$ cat src/rtl/exec_step_controller.sv
// -----------------------------------------------------------------------------
// exec_step_controller
//
// Sequences the multicycle MIPS core from outside the core. The control FSM
// sits in its pre-fetch state (cpu_idle high) until this block pulses `go`,
// which feeds the control unit's botton_State input. Three operating styles
// are offered: free run, single step and halt on a PC breakpoint. Two raw push
// buttons are synchronised, debounced and turned into one-cycle press events
// that move the sequencer between its modes. Every issued instruction is
// counted for the board LEDs and the debug display.
//
// Ports
//   clk           clock
//   Reset         synchronous, active-high reset
//   btn_step      raw asynchronous step button
//   btn_run       raw asynchronous run/halt toggle button
//   cpu_idle      high while the control FSM waits in pre-fetch
//   pc            current PC (address of the next instruction while idle)
//   bp_enable     breakpoint compare enable
//   bp_addr       breakpoint address
//   go            registered one-cycle start pulse to the control FSM
//   mode          00 HALT, 01 STEP_WAIT, 10 RUN, 11 BP_HALT
//   halted_at_bp  high while stopped on a breakpoint
//   instr_count   number of go pulses issued, wraps to 0
// -----------------------------------------------------------------------------
module exec_step_controller #(
   parameter int unsigned DEBOUNCE_CYCLES = 16,
   parameter int unsigned PC_WIDTH        = 32,
   parameter int unsigned ICOUNT_WIDTH    = 16
) (
   input  logic                    clk,
   input  logic                    Reset,
   input  logic                    btn_step,
   input  logic                    btn_run,
   input  logic                    cpu_idle,
   input  logic [PC_WIDTH-1:0]     pc,
   input  logic                    bp_enable,
   input  logic [PC_WIDTH-1:0]     bp_addr,
   output logic                    go,
   output logic [1:0]              mode,
   output logic                    halted_at_bp,
   output logic [ICOUNT_WIDTH-1:0] instr_count
);

   // --------------------------------------------------------------------------
   // Button front end. Index 0 is the step button, index 1 the run button.
   // --------------------------------------------------------------------------
   localparam int unsigned CntW = (DEBOUNCE_CYCLES > 2) ? $clog2(DEBOUNCE_CYCLES) : 1;
   localparam logic [CntW-1:0] CntMax = CntW'(DEBOUNCE_CYCLES - 1);
   localparam logic [CntW-1:0] CntOne = CntW'(1);

   logic [1:0]      btn_raw;
   logic [1:0]      sync1_q;
   logic [1:0]      sync2_q;
   logic [1:0]      level_q;
   logic [1:0]      level_d;
   logic [1:0]      level_prev_q;
   logic [1:0]      press_q;
   logic [CntW-1:0] cnt_q [2];
   logic [CntW-1:0] cnt_d [2];

   assign btn_raw = {btn_run, btn_step};

   // The counter measures how long the synchronised input has disagreed with
   // the debounced level; any agreement restarts the measurement.
   always_comb begin
      for (int i = 0; i < 2; i++) begin
         cnt_d[i]   = '0;
         level_d[i] = level_q[i];
         if (sync2_q[i] != level_q[i]) begin
            if (cnt_q[i] == CntMax) begin
               level_d[i] = ~level_q[i];
            end else begin
               cnt_d[i] = cnt_q[i] + CntOne;
            end
         end
      end
   end

   always_ff @(posedge clk) begin
      if (Reset) begin
         sync1_q      <= '0;
         sync2_q      <= '0;
         level_q      <= '0;
         level_prev_q <= '0;
         press_q      <= '0;
         cnt_q[0]     <= '0;
         cnt_q[1]     <= '0;
      end else begin
         sync1_q      <= btn_raw;
         sync2_q      <= sync1_q;
         level_q      <= level_d;
         level_prev_q <= level_q;
         // Registered edge detect: one-cycle event one cycle after the flip.
         press_q      <= level_q & ~level_prev_q;
         cnt_q[0]     <= cnt_d[0];
         cnt_q[1]     <= cnt_d[1];
      end
   end

   logic press_step;
   logic press_run;

   assign press_step = press_q[0];
   assign press_run  = press_q[1];

   // --------------------------------------------------------------------------
   // Sequencer FSM
   // --------------------------------------------------------------------------
   typedef enum logic [1:0] {
      StHalt     = 2'b00,
      StStepWait = 2'b01,
      StRun      = 2'b10,
      StBpHalt   = 2'b11
   } state_e;

   state_e                  state_q;
   state_e                  state_d;
   logic                    go_q;
   logic                    issue;
   logic                    bp_skip_q;
   logic                    bp_skip_d;
   logic [ICOUNT_WIDTH-1:0] instr_count_q;

   localparam logic [ICOUNT_WIDTH-1:0] CountOne = ICOUNT_WIDTH'(1);

   logic issue_ok;
   logic bp_hit;

   // go_q guards the cycle between the pulse and cpu_idle falling, so the
   // core can never see two back-to-back pulses.
   assign issue_ok = cpu_idle & ~go_q;
   assign bp_hit   = bp_enable & (pc == bp_addr) & ~bp_skip_q;

   // State register
   always_ff @(posedge clk) begin
      if (Reset) begin
         state_q       <= StHalt;
         go_q          <= 1'b0;
         bp_skip_q     <= 1'b0;
         instr_count_q <= '0;
      end else begin
         state_q   <= state_d;
         go_q      <= issue;
         bp_skip_q <= bp_skip_d;
         if (issue) begin
            instr_count_q <= instr_count_q + CountOne;
         end
      end
   end

   // Next-state logic. press_run is always tested first so it wins over a
   // simultaneous press_step.
   always_comb begin
      state_d   = state_q;
      issue     = 1'b0;
      bp_skip_d = bp_skip_q;
      unique case (state_q)
         StHalt: begin
            if (press_run) begin
               state_d = StRun;
            end else if (press_step) begin
               state_d = StStepWait;
            end
         end
         StStepWait: begin
            // Extra step presses while waiting are dropped, not queued.
            if (press_run) begin
               state_d = StRun;
            end else if (issue_ok) begin
               issue   = 1'b1;
               state_d = StHalt;
            end
         end
         StRun: begin
            // Halting only stops further issues; an instruction already
            // started runs to completion in the core.
            if (press_run) begin
               state_d = StHalt;
            end else if (issue_ok) begin
               if (bp_hit) begin
                  state_d = StBpHalt;
               end else begin
                  issue     = 1'b1;
                  bp_skip_d = 1'b0;
               end
            end
         end
         StBpHalt: begin
            // Resuming from a breakpoint must not re-trigger on the same PC.
            if (press_run) begin
               bp_skip_d = 1'b1;
               state_d   = StRun;
            end else if (press_step) begin
               state_d = StStepWait;
            end
         end
      endcase
   end

   // Output logic
   always_comb begin
      go           = go_q;
      mode         = state_q;
      halted_at_bp = (state_q == StBpHalt);
      instr_count  = instr_count_q;
   end

endmodule
$ cat config.mk
export PLATFORM = sky130hd
export DESIGN_NAME = exec_step_controller
export DESIGN_NICKNAME = d
export VERILOG_FILES = /design/src/rtl/exec_step_controller.sv
export SDC_FILE = /design/constraint.sdc
export NUM_CORES = 1
export LEC_CHECK = 0
export CORE_MARGIN = 5
export CORE_UTILIZATION = 30
export DETAILED_ROUTE_END_ITERATION = 6
export DONT_BUFFER_PORTS = 1
export GPL_TIMING_DRIVEN = 0
export SLEW_MARGIN = 20
export SYNTH_ARGS = -nofsm -noshare
export SYNTH_HDL_FRONTEND = slang
export SYNTH_SLANG_ARGS = --single-unit
export TNS_END_PERCENT = 1
$ cat constraint.sdc
create_clock -name clk -period 3.1 [get_ports clk]
set_input_delay 0.31 -clock clk [delete_from_list [all_inputs] [get_ports clk]]
set_output_delay 0.31 -clock clk [all_outputs]
set_load 0.01 [all_outputs]
# == Yosys cells after proc, flatten, opt, wreduce, memory -nomap -nowiden ==
# Memories as Yosys holds them, arrays and structs flattened.
# Index checks and enable logic that the tools add are counted.
# Widths: inputs -> output; s select.
# op_classes
n_mux,28
eq_ne,16
reduce_logical,7
n_addsub,3
n_bitwise,11
# op_table
cell,count
$eq 32x32->1,1
$mux 4,6
$add 16x1->16 const B,1
$mux 2,7
$mux 1,12
$ne 3x3->1 const B,3
$add 4x1->4 const B,2
$eq 4x4->1 const B,2
$ne 2x2->1 const B,3
$pmux 2 s3,1
$reduce_and 5->1,1
$eq 2x2->1 const B,2
$not 1->1,4
$pmux 1 s2,2
$reduce_and 2->1,2
$reduce_and 4->1,1
$and 1x1->1,3
$ne 3x1->1 const B,1
$and 2x2->2,1
$eq 2x1->1 const B,1
$logic_not 2->1,1
$ne 1x1->1,2
$ne 2x1->1 const B,1
$not 2->2,1
3 further kinds,4
# word_totals
mem_bits_rw,8
inputBits,70
out_inout_bits,20
n_memories,1
register_bits,30
elab_cells,76
# mem_list
memory,words,width,rd,rd_ports_with_merged_regs,write_ports,line_no,rtl
cnt_q,2,4,2,0,2,59,logic [CntW-1:0] cnt_q [2];

# == Logic depth before layout (Yosys ltp) ==
# Gate-level depths: netlist (run 1).
# logic_depth
word_depth,7
mapped_depth,9
ltp_nobuf,8

# == Worst setup path after synthesis (run 1) ==
# OpenSTA, ideal clock, no wires.
# synth_path
path_type,register to register
startpoint,"reg state_q[0], in the netlist mode[0]"
endpoint,"reg instr_count_q[13], in the netlist instr_count[13]"
arrival_time_ns,2.054
stages_incl_launch_ff,9
setup_time_ns,0.121
slack_ns,0.925
period_less_slack_ns,2.175
path_buffers,1
path_cell_list,dfxtp_1 inv_1 ha_1 or3_1 buf_2 nor2_1 nand4_1 a21oi_1 mux2_2
# synth_via
elab_chain_cells,2
word_cells_on_any_way,3
cone_classes,eq/ne: 2; mux: 1
# synth_rtl
element,line_no,rtl
from (decl),117,state_e state_q;
from (signal assigned),138,state_q <= StHalt;
from (signal assigned),143,state_q <= state_d;
$eq 2x2->1 / $eq 2x1->1 (equally long branches),158,unique case (state_q)
$pmux 1 s2 *,158,
to (signal assigned),147,instr_count_q <= instr_count_q + CountOne;
to (decl),123,logic [ICOUNT_WIDTH-1:0] instr_count_q;
# Mark *: on every way between the ends. The rest lies on a longest branch, timed or not.
# A chain may end at the register's enable or synchronous reset.

# == Final worst setup path (run 1) ==
# Ends and elaborated chain as after synthesis.

==> impl_metrics.env, run 1 <==
export IMPL_cp_max_fo=6
export IMPL_ctsResizeCount=0
export IMPL_synth_cell_types=37
export IMPL_cts_buffers=5
export IMPL_setup_tns_ps=0
export IMPL_antenna_found_initial=0
export IMPL_hold_start="btn_step"
export IMPL_synthCells=267
export IMPL_fin_ws_ps=662
export IMPL_cts_htree_levels=2
export IMPL_num_nets_final=350
export IMPL_cts_sinks=38
export IMPL_dp_cells=366
export IMPL_outcome="finished, final reports clean"
export IMPL_cts_hold_fix_buffers=0
export IMPL_yosys_register_bits=38
export IMPL_die_h_um=97.4
export IMPL_critPathRequiredTime_ps=3270
export IMPL_synthesis_nets=343
export IMPL_muxShareOfSynthArea_pct=6.66
export IMPL_antenna_cells=0
export IMPL_cts_tree="done"
export IMPL_syn_avg_cell_area_um2=8.59
export IMPL_track_usage_pct=11.5
export IMPL_skew_ps=4.92
export IMPL_drive_gt1_share_pct=9.09
export IMPL_hp_class="in2reg"
export IMPL_finalSetupViolCount=0
export IMPL_syn_area_mm2=0.00229
export IMPL_start_util_pct=31.3
export IMPL_grtUsageMet2_pct=19.1
export IMPL_synth_compound_area_share_pct=9.66
export IMPL_grt_max_degree=12
export IMPL_maxCapViolCount=0
export IMPL_layout_common_cells="38 x dfxtp_1, 37 x nor2b_1, 28 x nor2_1, 23 x xor2_1, 13 x nor4_1"
export IMPL_drc=0
export IMPL_yosysWarnings=0
export IMPL_critPathKind="reg2reg"
export IMPL_fmaxAchievable_mhz=410
export IMPL_whs_ps=155
export IMPL_p_leak_nw=0.896
export IMPL_ant_nets=0
export IMPL_synth_xor_area_share_pct=11.5
export IMPL_core_area_mm2=0.00733
export IMPL_worst_pin_slew_ps=746
export IMPL_viasPerCell=5.15
export IMPL_cts_buffer_depth=2
export IMPL_dpl_hpwl_um=4540
export IMPL_fin_util_pct=34.4
export IMPL_relSlewSlack_pct=49.8
export IMPL_postRouteWirelength_um=5610
export IMPL_die_area_mm2=0.00949
export IMPL_yosysSeqAreaShare_pct=33.2
export IMPL_peakVddDrop_mv=0.291
export IMPL_firstDrtPassIters=4
export IMPL_met3_usage_pct=4.74
export IMPL_finalHoldViolCount=0
export IMPL_final_area_mm2=0.00252
export IMPL_crit_start="mode[0]"
export IMPL_dp_slack_ps=678
export IMPL_cts_setup_buffers=0
export IMPL_total_power_mw=1.01
export IMPL_synth_top_family_by_area="simple AND/OR/NAND/NOR gates"
export IMPL_place_congestion=0.815
export IMPL_start_kind="register"
export IMPL_grt_pass1_vias=1897
export IMPL_fin_cells=374
export IMPL_r2r_start="mode[0]"
export IMPL_grt_pass1_wl_um=9000
export IMPL_cts_root_buf="clkbuf_8"
export IMPL_grt_busiest_layer="met2"
export IMPL_syn2layout_area_growth_pct=10.0
export IMPL_ios=90
export IMPL_wire_per_inst_um=15.0
export IMPL_port_buffers=0
export IMPL_drt_iter0_drc=55
export IMPL_num_rows=31
export IMPL_via_count=1927
export IMPL_power_per_cell_area_mw_per_mm2=400
export IMPL_clk_latency_ps=280
export IMPL_synth_fa_ha_area_share_pct=3.28
export IMPL_post_route_min_period_ps=2440
export IMPL_drv_slew=0
export IMPL_final_common_cell="dfxtp_1"
export IMPL_grt_setup_unrepaired="false"
export IMPL_worstPathArrival_ps=2610
export IMPL_fillers=738
export IMPL_grtUsageMet1_pct=13.6
export IMPL_clkTransAtPathRegs_ps=70
export IMPL_gr_total_overflow=0
export IMPL_endpoint_kind="register"
export IMPL_fin_crit_sh_pct=78.7
export IMPL_place_area_mm2=0.00242
export IMPL_die_w_um=97.4
export IMPL_yosys_area_share_simple_pct=32.4
## cell usage after synthesis (all sizes together)
cell / number / area share, %
nor2: 28 / 4.6
o22ai: 1 / 0.27
mux2: 10 / 4.9
ha: 6 / 3.3
o311a: 1 / 0.44
or3b: 1 / 0.49
mux2i: 4 / 1.7
nor4b: 1 / 0.38
nor3: 4 / 0.87
nand4: 9 / 2.5
inv: 8 / 1.3
a211oi: 2 / 0.65
nand2: 7 / 1.1
dfxtp: 38 / 33
clkbuf: 4 / 0.65
a21oi: 12 / 2.6
and4: 1 / 0.38
nor2b: 37 / 10
and2: 1 / 0.27
xnor2: 7 / 2.7
or4: 5 / 1.6
o21ai: 2 / 0.44
o31ai: 6 / 2.0
o21ba: 1 / 0.44
o41ai: 2 / 0.76
xor2: 23 / 8.8
a211o: 1 / 0.38
nor3b: 1 / 0.55
or3: 2 / 0.55
and3: 4 / 1.1
a2111oi: 3 / 1.7
buf: 4 / 1.4
nor4: 13 / 3.5
nand3: 11 / 2.4
nand2b: 7 / 1.9
## kinds of logic after synthesis
logic type,Yosys count
buffers and inverters,16
adders and majority gates,6
muxes,14
DFF,38
xor gates and xnor gates,30
and+or+nand+nor,132
AOI/OAI and AO/OA,31
## where the power goes
part           leakage (nW)  internal (mW)  switching (mW)
clock                0.0524          0.241           0.162
sequential            0.307          0.494         0.00717
combinational         0.537         0.0496          0.0567
## layer usage
layer  vias up  wire (um)
li1        962          -
met1       878       2390
met2        81       2660
met3         6        488
met4         0         71
met5         -          0
## state kept, by name, indices dropped and copies added, names as in the netlist
| signal | count |
|---|---|
| instr_count | 16 |
| cnt_q | 8 |
| level_prev_q | 2 |
| level_q | 2 |
| mode | 2 |
| press_q | 2 |
| sync1_q | 2 |
| sync2_q | 2 |
| bp_skip_q | 1 |
| go | 1 |
## layout make-up
class / count / area (um^2) / area share, %
Multi-Input combinational cell: 213 / 1450 / 57.6
Buffer: 8 / 47.5 / 1.88
Clock inverter: 1 / 30.0 / 1.19
Sequential cell: 38 / 761 / 30.2
Clock buffer: 7 / 76.3 / 3.03
Inverter: 8 / 30.0 / 1.19
Tap cell: 99 / 124 / 4.91
## final timing paths
check | endpoint | depth (start not counted) | slack (ps)
min reg2reg | press_q[0] | 1 | 380
max | instr_count[13] | 8 | 660
min | sync1_q[0] | 1 | 160
max reg2reg | instr_count[13] | 8 | 660
## critical path: stages, from the launching register on
cell and delay [ps]:
dfxtp_1 500, inv_1 80, ha_1 380, or3_1 390, buf_2 170, nor2_1 210
nand4_1 120, a21oi_1 160, mux2_2 340
No activity file was read; power rests on OpenSTA's default activity.
==> run 2, diff against run 1 <==
==> constraint.sdc (replaced) <==
create_clock -name clk -period 2.1 [get_ports clk]
set_input_delay 0.21 -clock clk [delete_from_list [all_inputs] [get_ports clk]]
set_output_delay 0.21 -clock clk [all_outputs]
set_load 0.01 [all_outputs]
==> run 2 against run 1 <==
  * The run now ends with setup timing left
  * Clock skew fell by 0.76 ps
  * Largest cell class unchanged
  * Flip-flop and latch count did not move
  * Final cell count increased by 0.27%
  * Clock-buffer cell count shrank 1
  * Final area rose by 6.1%
  * Setup slack lost 720 ps
  * Hold slack got worse by 100 ps
  * Non-clock buffer count is 1 higher
  * Global-route usage grew 0.29 points
  * Total power increased by 66%
==> impl_metrics.env, run 2 (synthesis results as in run 1) <==
export IMPL_outcome="finished, violations left"
export IMPL_violations="setup timing"
export IMPL_power_per_cell_area_mw_per_mm2=626
export IMPL_maxCapViolCount=0
export IMPL_fin_util_pct=36.5
export IMPL_hold_start="btn_step"
export IMPL_place_congestion=0.859
export IMPL_via_count=1912
export IMPL_start_util_pct=31.3
export IMPL_core_area_mm2=0.00733
export IMPL_pwr_share_seq_pct=44.2
export IMPL_die_h_um=97.4
export IMPL_grt_pass1_wl_um=9210
export IMPL_worst_pin_slew_ps=610
export IMPL_layout_common_cells="37 x nor2b_1, 31 x dfxtp_1, 26 x nor2_1, 23 x xor2_1"
export IMPL_skew_ps=4.16
export IMPL_clkTransAtPathRegs_ps=70
export IMPL_power_switching_mw=0.358
export IMPL_track_usage_pct=11.8
export IMPL_cts_buffers=5
export IMPL_grt_max_degree=13
export IMPL_r2r_start="go"
export IMPL_worstPathArrival_ps=2370
export IMPL_port_buffers=0
export IMPL_finalHoldViolCount=0
export IMPL_dpl_hpwl_um=4640
export IMPL_fillers=741
export IMPL_sw_frac_of_total_pct=21.4
export IMPL_clk_latency_ps=290
export IMPL_fin_ws_ps=-56.3
export IMPL_multi_input_area_mm2=0.00155
export IMPL_fin_cells=375
export IMPL_fmaxAchievable_mhz=464
export IMPL_endpoint_kind="register"
export IMPL_grt_busiest_layer="met2"
export IMPL_gr_total_overflow=0
export IMPL_syn2layout_area_growth_pct=16.7
export IMPL_cts_sinks=38
export IMPL_final_common_cell="nor2b_1"
export IMPL_postRouteWirelength_um=5870
export IMPL_cts_root_buf="clkbuf_8"
export IMPL_cts_htree_levels=2
export IMPL_grt_setup_unrepaired="true"
export IMPL_num_rows=31
export IMPL_start_kind="register"
export IMPL_fin_crit_sh_pct=103
export IMPL_ant_nets=0
export IMPL_wire_per_inst_um=15.6
export IMPL_hp_class="in2reg"
export IMPL_viasPerCell=5.10
export IMPL_peakVddDrop_mv=0.299
export IMPL_drt_iter0_drc=49
export IMPL_critPathRequiredTime_ps=2320
export IMPL_relSlewSlack_pct=59.3
export IMPL_largest_reg_flops=16
export IMPL_firstDrtPassIters=4
export IMPL_die_w_um=97.4
export IMPL_drive_gt1_share_pct=16.3
export IMPL_met3_usage_pct=4.95
export IMPL_clock_power_share_pct=45.7
export IMPL_drv_slew=0
export IMPL_cellInternalPower_mw=1.32
export IMPL_ff2ff_setup_slack_ps=-60
export IMPL_die_area_mm2=0.00949
export IMPL_ios=90
export IMPL_final_seq_area_um2=772
export IMPL_post_route_min_period_ps=2160
export IMPL_antenna_cells=0
export IMPL_cts_hold_fix_buffers=0
export IMPL_setup_tns_ps=-87.9
export IMPL_cts_tree="done"
export IMPL_finalSetupViolCount=4
export IMPL_num_nets_final=351
export IMPL_cp_max_fo=8
export IMPL_power_share_combinational_pct=10.1
export IMPL_antenna_found_initial=0
export IMPL_critPathKind="reg2reg"
export IMPL_dp_cells=366
export IMPL_crit_start="go"
export IMPL_grtUsageMet2_pct=19.7
export IMPL_drc=0
export IMPL_grt_pass1_vias=1849
export IMPL_cts_buffer_depth=2
export IMPL_grtUsageMet1_pct=13.9
export IMPL_p_leak_nw=0.925
## run 2: changes by cell type in the layout (fill, tap and decap cells not counted), sizes merged
cell / change
clkbuf: -1
buf: +1
bufinv: +1
## run 2: final cells by class
cell class	instances	area share, %
sequential	38	28.9
buffer	7	1.73
tap	99	4.63
timing repair buffer	2	0.561
clock buffer	6	3.09
clock inverter	2	2.25
inverter	8	1.12
multi-input combinational	213	57.8
## run 2: final timing paths
path / to / cells after the start
worst max-delay path: instr_count[2] / 6
worst min-delay path: sync1_q[0] / 1
worst max register to register: instr_count[2] / 6
worst min register to register: press_q[0] / 1
## run 2: what timing repair did
item | 4_1_cts | 5_1_grt
endpoints found under the setup margin | 15 | 13
pin swaps | 5 | 2
gates resized for setup | 19 | 5
setup buffers | 2 | 0
## run 2: layer usage
metal / up-vias / wire length [um]
met5: - / 0
met4: 0 / 45
met3: 6 / 618
met2: 75 / 2660
met1: 868 / 2540
li1: 963 / -
## run 2: worst max-delay path, stage by stage (launching register included)
cell and delay, ps:
dfxtp_2 360, or3b_4 410, or3_4 390, buf_6 140, buf_8 140, or4_1 510
a21oi_2 130
## run 2: power groups by stage
stage	registers [mW]	clock network (mW)	logic, mW
after floorplan	0.754	0	0.129
after global placement	0.756	0	0.154
after detailed placement	0.756	0	0.160
after CTS	0.740	0.784	0.170
after global routing	0.741	0.816	0.191
final	0.740	0.765	0.169
## run 2: through the flow
step / power (mW) / worst slack [ps] / area, um^2 / hold slack (ps)
after global routing: 1.75 / -112 / 2680 / 63.2
after global placement: 0.910 / -148 / 2420 / 339
final: 1.67 / -56.3 / 2680 / 52.0
after detailed placement: 0.916 / -195 / 2420 / 346
after CTS: 1.69 / -39.6 / 2660 / 42.3
after floorplan: 0.883 / 8.86 / 2300 / 338
==> run 3, diff against run 2 <==
--- a/config.mk
+++ b/config.mk
@@ -5,11 +5,14 @@
 export SDC_FILE = /design/constraint.sdc
 export NUM_CORES = 1
 export LEC_CHECK = 0
+export CELL_PAD_IN_SITES_DETAIL_PLACEMENT = 1
+export CELL_PAD_IN_SITES_GLOBAL_PLACEMENT = 1
 export CORE_MARGIN = 5
 export CORE_UTILIZATION = 30
 export DETAILED_ROUTE_END_ITERATION = 6
 export DONT_BUFFER_PORTS = 1
 export GPL_TIMING_DRIVEN = 0
+export PLACE_DENSITY_LB_ADDON = 0.1
 export SLEW_MARGIN = 20
 export SYNTH_ARGS = -nofsm -noshare
 export SYNTH_HDL_FRONTEND = slang
==> constraint.sdc (replaced) <==
create_clock -name clk -period 2.6 [get_ports clk]
set_input_delay 0.26 -clock clk [delete_from_list [all_inputs] [get_ports clk]]
set_output_delay 0.26 -clock clk [all_outputs]
set_load 0.01 [all_outputs]
==> run 3 against run 2 <==
  * The flow now finishes without violations
  * Non-clock buffer count shrank 1
  * Maximum frequency shrank 9.2%
  * Setup slack gained 280 ps
  * Utilization shrank 2.0 points
  * Sequential share of layout area grew 1.2 points
  * Global-route usage grew 0.79 points
  * Flip-flop and latch count is the same
  * Total power shrank 25%
  * Critical path depth grew 2
  * Critical endpoint is now instr_count[13]
==> impl_metrics.env, run 3 (synthesis results as in run 1) <==
export IMPL_outcome="finished, final reports clean"
export IMPL_ios=90
export IMPL_cts_buffers=5
export IMPL_num_nets_final=350
export IMPL_worstPathArrival_ps=2570
export IMPL_wire_per_inst_um=16.1
export IMPL_worst_pin_slew_ps=776
export IMPL_endpoint_kind="register"
export IMPL_fmaxAchievable_mhz=421
export IMPL_grt_setup_unrepaired="false"
export IMPL_fin_cells=374
export IMPL_antenna_found_initial=0
export IMPL_hold_depth=1
export IMPL_place_congestion=0.749
export IMPL_firstDrtPassIters=4
export IMPL_cts_root_buf="clkbuf_8"
export IMPL_grtUsageMet2_pct=20.2
export IMPL_power_share_combinational_pct=10.2
export IMPL_hold_start="btn_step"
export IMPL_finalSetupViolCount=0
export IMPL_die_w_um=97.4
export IMPL_drt_iter0_drc=34
export IMPL_r2r_start="mode[0]"
export IMPL_finalHoldViolCount=0
export IMPL_crit_start="mode[0]"
export IMPL_cts_buffer_depth=2
export IMPL_critPathRequiredTime_ps=2800
export IMPL_cellInternalPower_mw=0.933
export IMPL_clk_latency_ps=300
export IMPL_drive_gt1_share_pct=10.2
export IMPL_via_count=1944
export IMPL_layout_common_cells="37 x nor2b_1, 37 x dfxtp_1, 28 x nor2_1, 23 x xor2_1, 13 x nor4_1"
export IMPL_antenna_cells=0
export IMPL_peakVddDrop_mv=0.267
export IMPL_cts_htree_levels=2
export IMPL_port_buffers=0
export IMPL_clock_power_share_pct=41.9
export IMPL_fin_crit_sh_pct=91.3
export IMPL_die_area_mm2=0.00949
export IMPL_met3_usage_pct=6.53
export IMPL_grt_pass1_vias=2044
export IMPL_drc=0
export IMPL_multi_input_area_mm2=0.00145
export IMPL_relSlewSlack_pct=47.8
export IMPL_cts_sinks=38
export IMPL_grt_pass1_wl_um=9870
export IMPL_power_per_cell_area_mw_per_mm2=493
export IMPL_hp_class="in2reg"
export IMPL_p_leak_nw=0.895
export IMPL_die_h_um=97.4
export IMPL_drv_slew=0
export IMPL_postRouteWirelength_um=6010
export IMPL_final_seq_area_um2=762
export IMPL_maxCapViolCount=0
export IMPL_viasPerCell=5.20
export IMPL_cts_setup_buffers=0
export IMPL_skew_ps=8.22
export IMPL_cp_max_fo=6
export IMPL_num_rows=31
export IMPL_critPathKind="reg2reg"
export IMPL_setup_tns_ps=0
export IMPL_grtUsageMet1_pct=14.1
export IMPL_pwr_share_seq_pct=47.9
export IMPL_largest_reg_flops=16
export IMPL_syn2layout_area_growth_pct=10.4
export IMPL_sw_frac_of_total_pct=25.2
export IMPL_gr_total_overflow=0
export IMPL_ctsResizeCount=0
export IMPL_core_area_mm2=0.00733
export IMPL_dp_cells=366
export IMPL_reg2reg_depth=8
export IMPL_cts_hold_fix_buffers=0
export IMPL_grt_busiest_layer="met2"
export IMPL_whs_ps=95.3
export IMPL_grt_max_degree=14
export IMPL_clkTransAtPathRegs_ps=90
export IMPL_ant_nets=0
export IMPL_track_usage_pct=12.6
export IMPL_fillers=853
export IMPL_start_kind="register"
export IMPL_dpl_hpwl_um=4760
export IMPL_total_power_mw=1.25
export IMPL_post_route_min_period_ps=2370
export IMPL_start_util_pct=31.3
export IMPL_power_switching_mw=0.315
export IMPL_cts_tree="done"
## run 3: power groups by stage
stage                     clock [mW]  sequential, mW  combinational [mW]
final                          0.523           0.598               0.127
after global routing           0.567           0.599               0.142
after CTS                      0.543           0.598               0.128
after detailed placement           0           0.612               0.127
after global placement             0           0.611               0.128
after floorplan                    0           0.609               0.105
## run 3: final timing paths
path | slack (ps) | end
worst max-delay path | 230 | instr_count[13]
worst min register to register | 390 | press_q[1]
worst min-delay path | 100 | sync1_q[0]
worst max register to register | 230 | instr_count[13]
## run 3: per-stage QoR
step	setup WS [ps]	cell area [um^2]	utilization (%)
final	226	2530	34.5
after global placement	121	2420	33.0
after global routing	35.6	2530	34.5
after floorplan	425	2290	-
after detailed placement	109	2420	33.0
after CTS	76.3	2530	34.5
## run 3: metal layers
layer	part of all wire (%)	vias up	wire length [um]
met5	0	-	0
met4	1.3	0	81
met3	12	6	711
met2	45	76	2710
met1	42	904	2510
li1	-	958	-
## run 3: area by class of cell
class,count,share of cell area [%]
multi-input cells,213,57.4
flip-flops and latches,38,30.1
well taps,99,4.89
clock buffers,5,2.72
plain buffers,8,1.88
clock inverters,3,1.78
inverters,8,1.19
## run 3: worst max-delay path: stages (launching register included)
cell and delay, ps:
dfxtp_2 430, inv_1 70, ha_1 370, or3_1 380, buf_2 160, nor2_1 230
nand4_1 120, a21oi_1 160, mux2_2 340
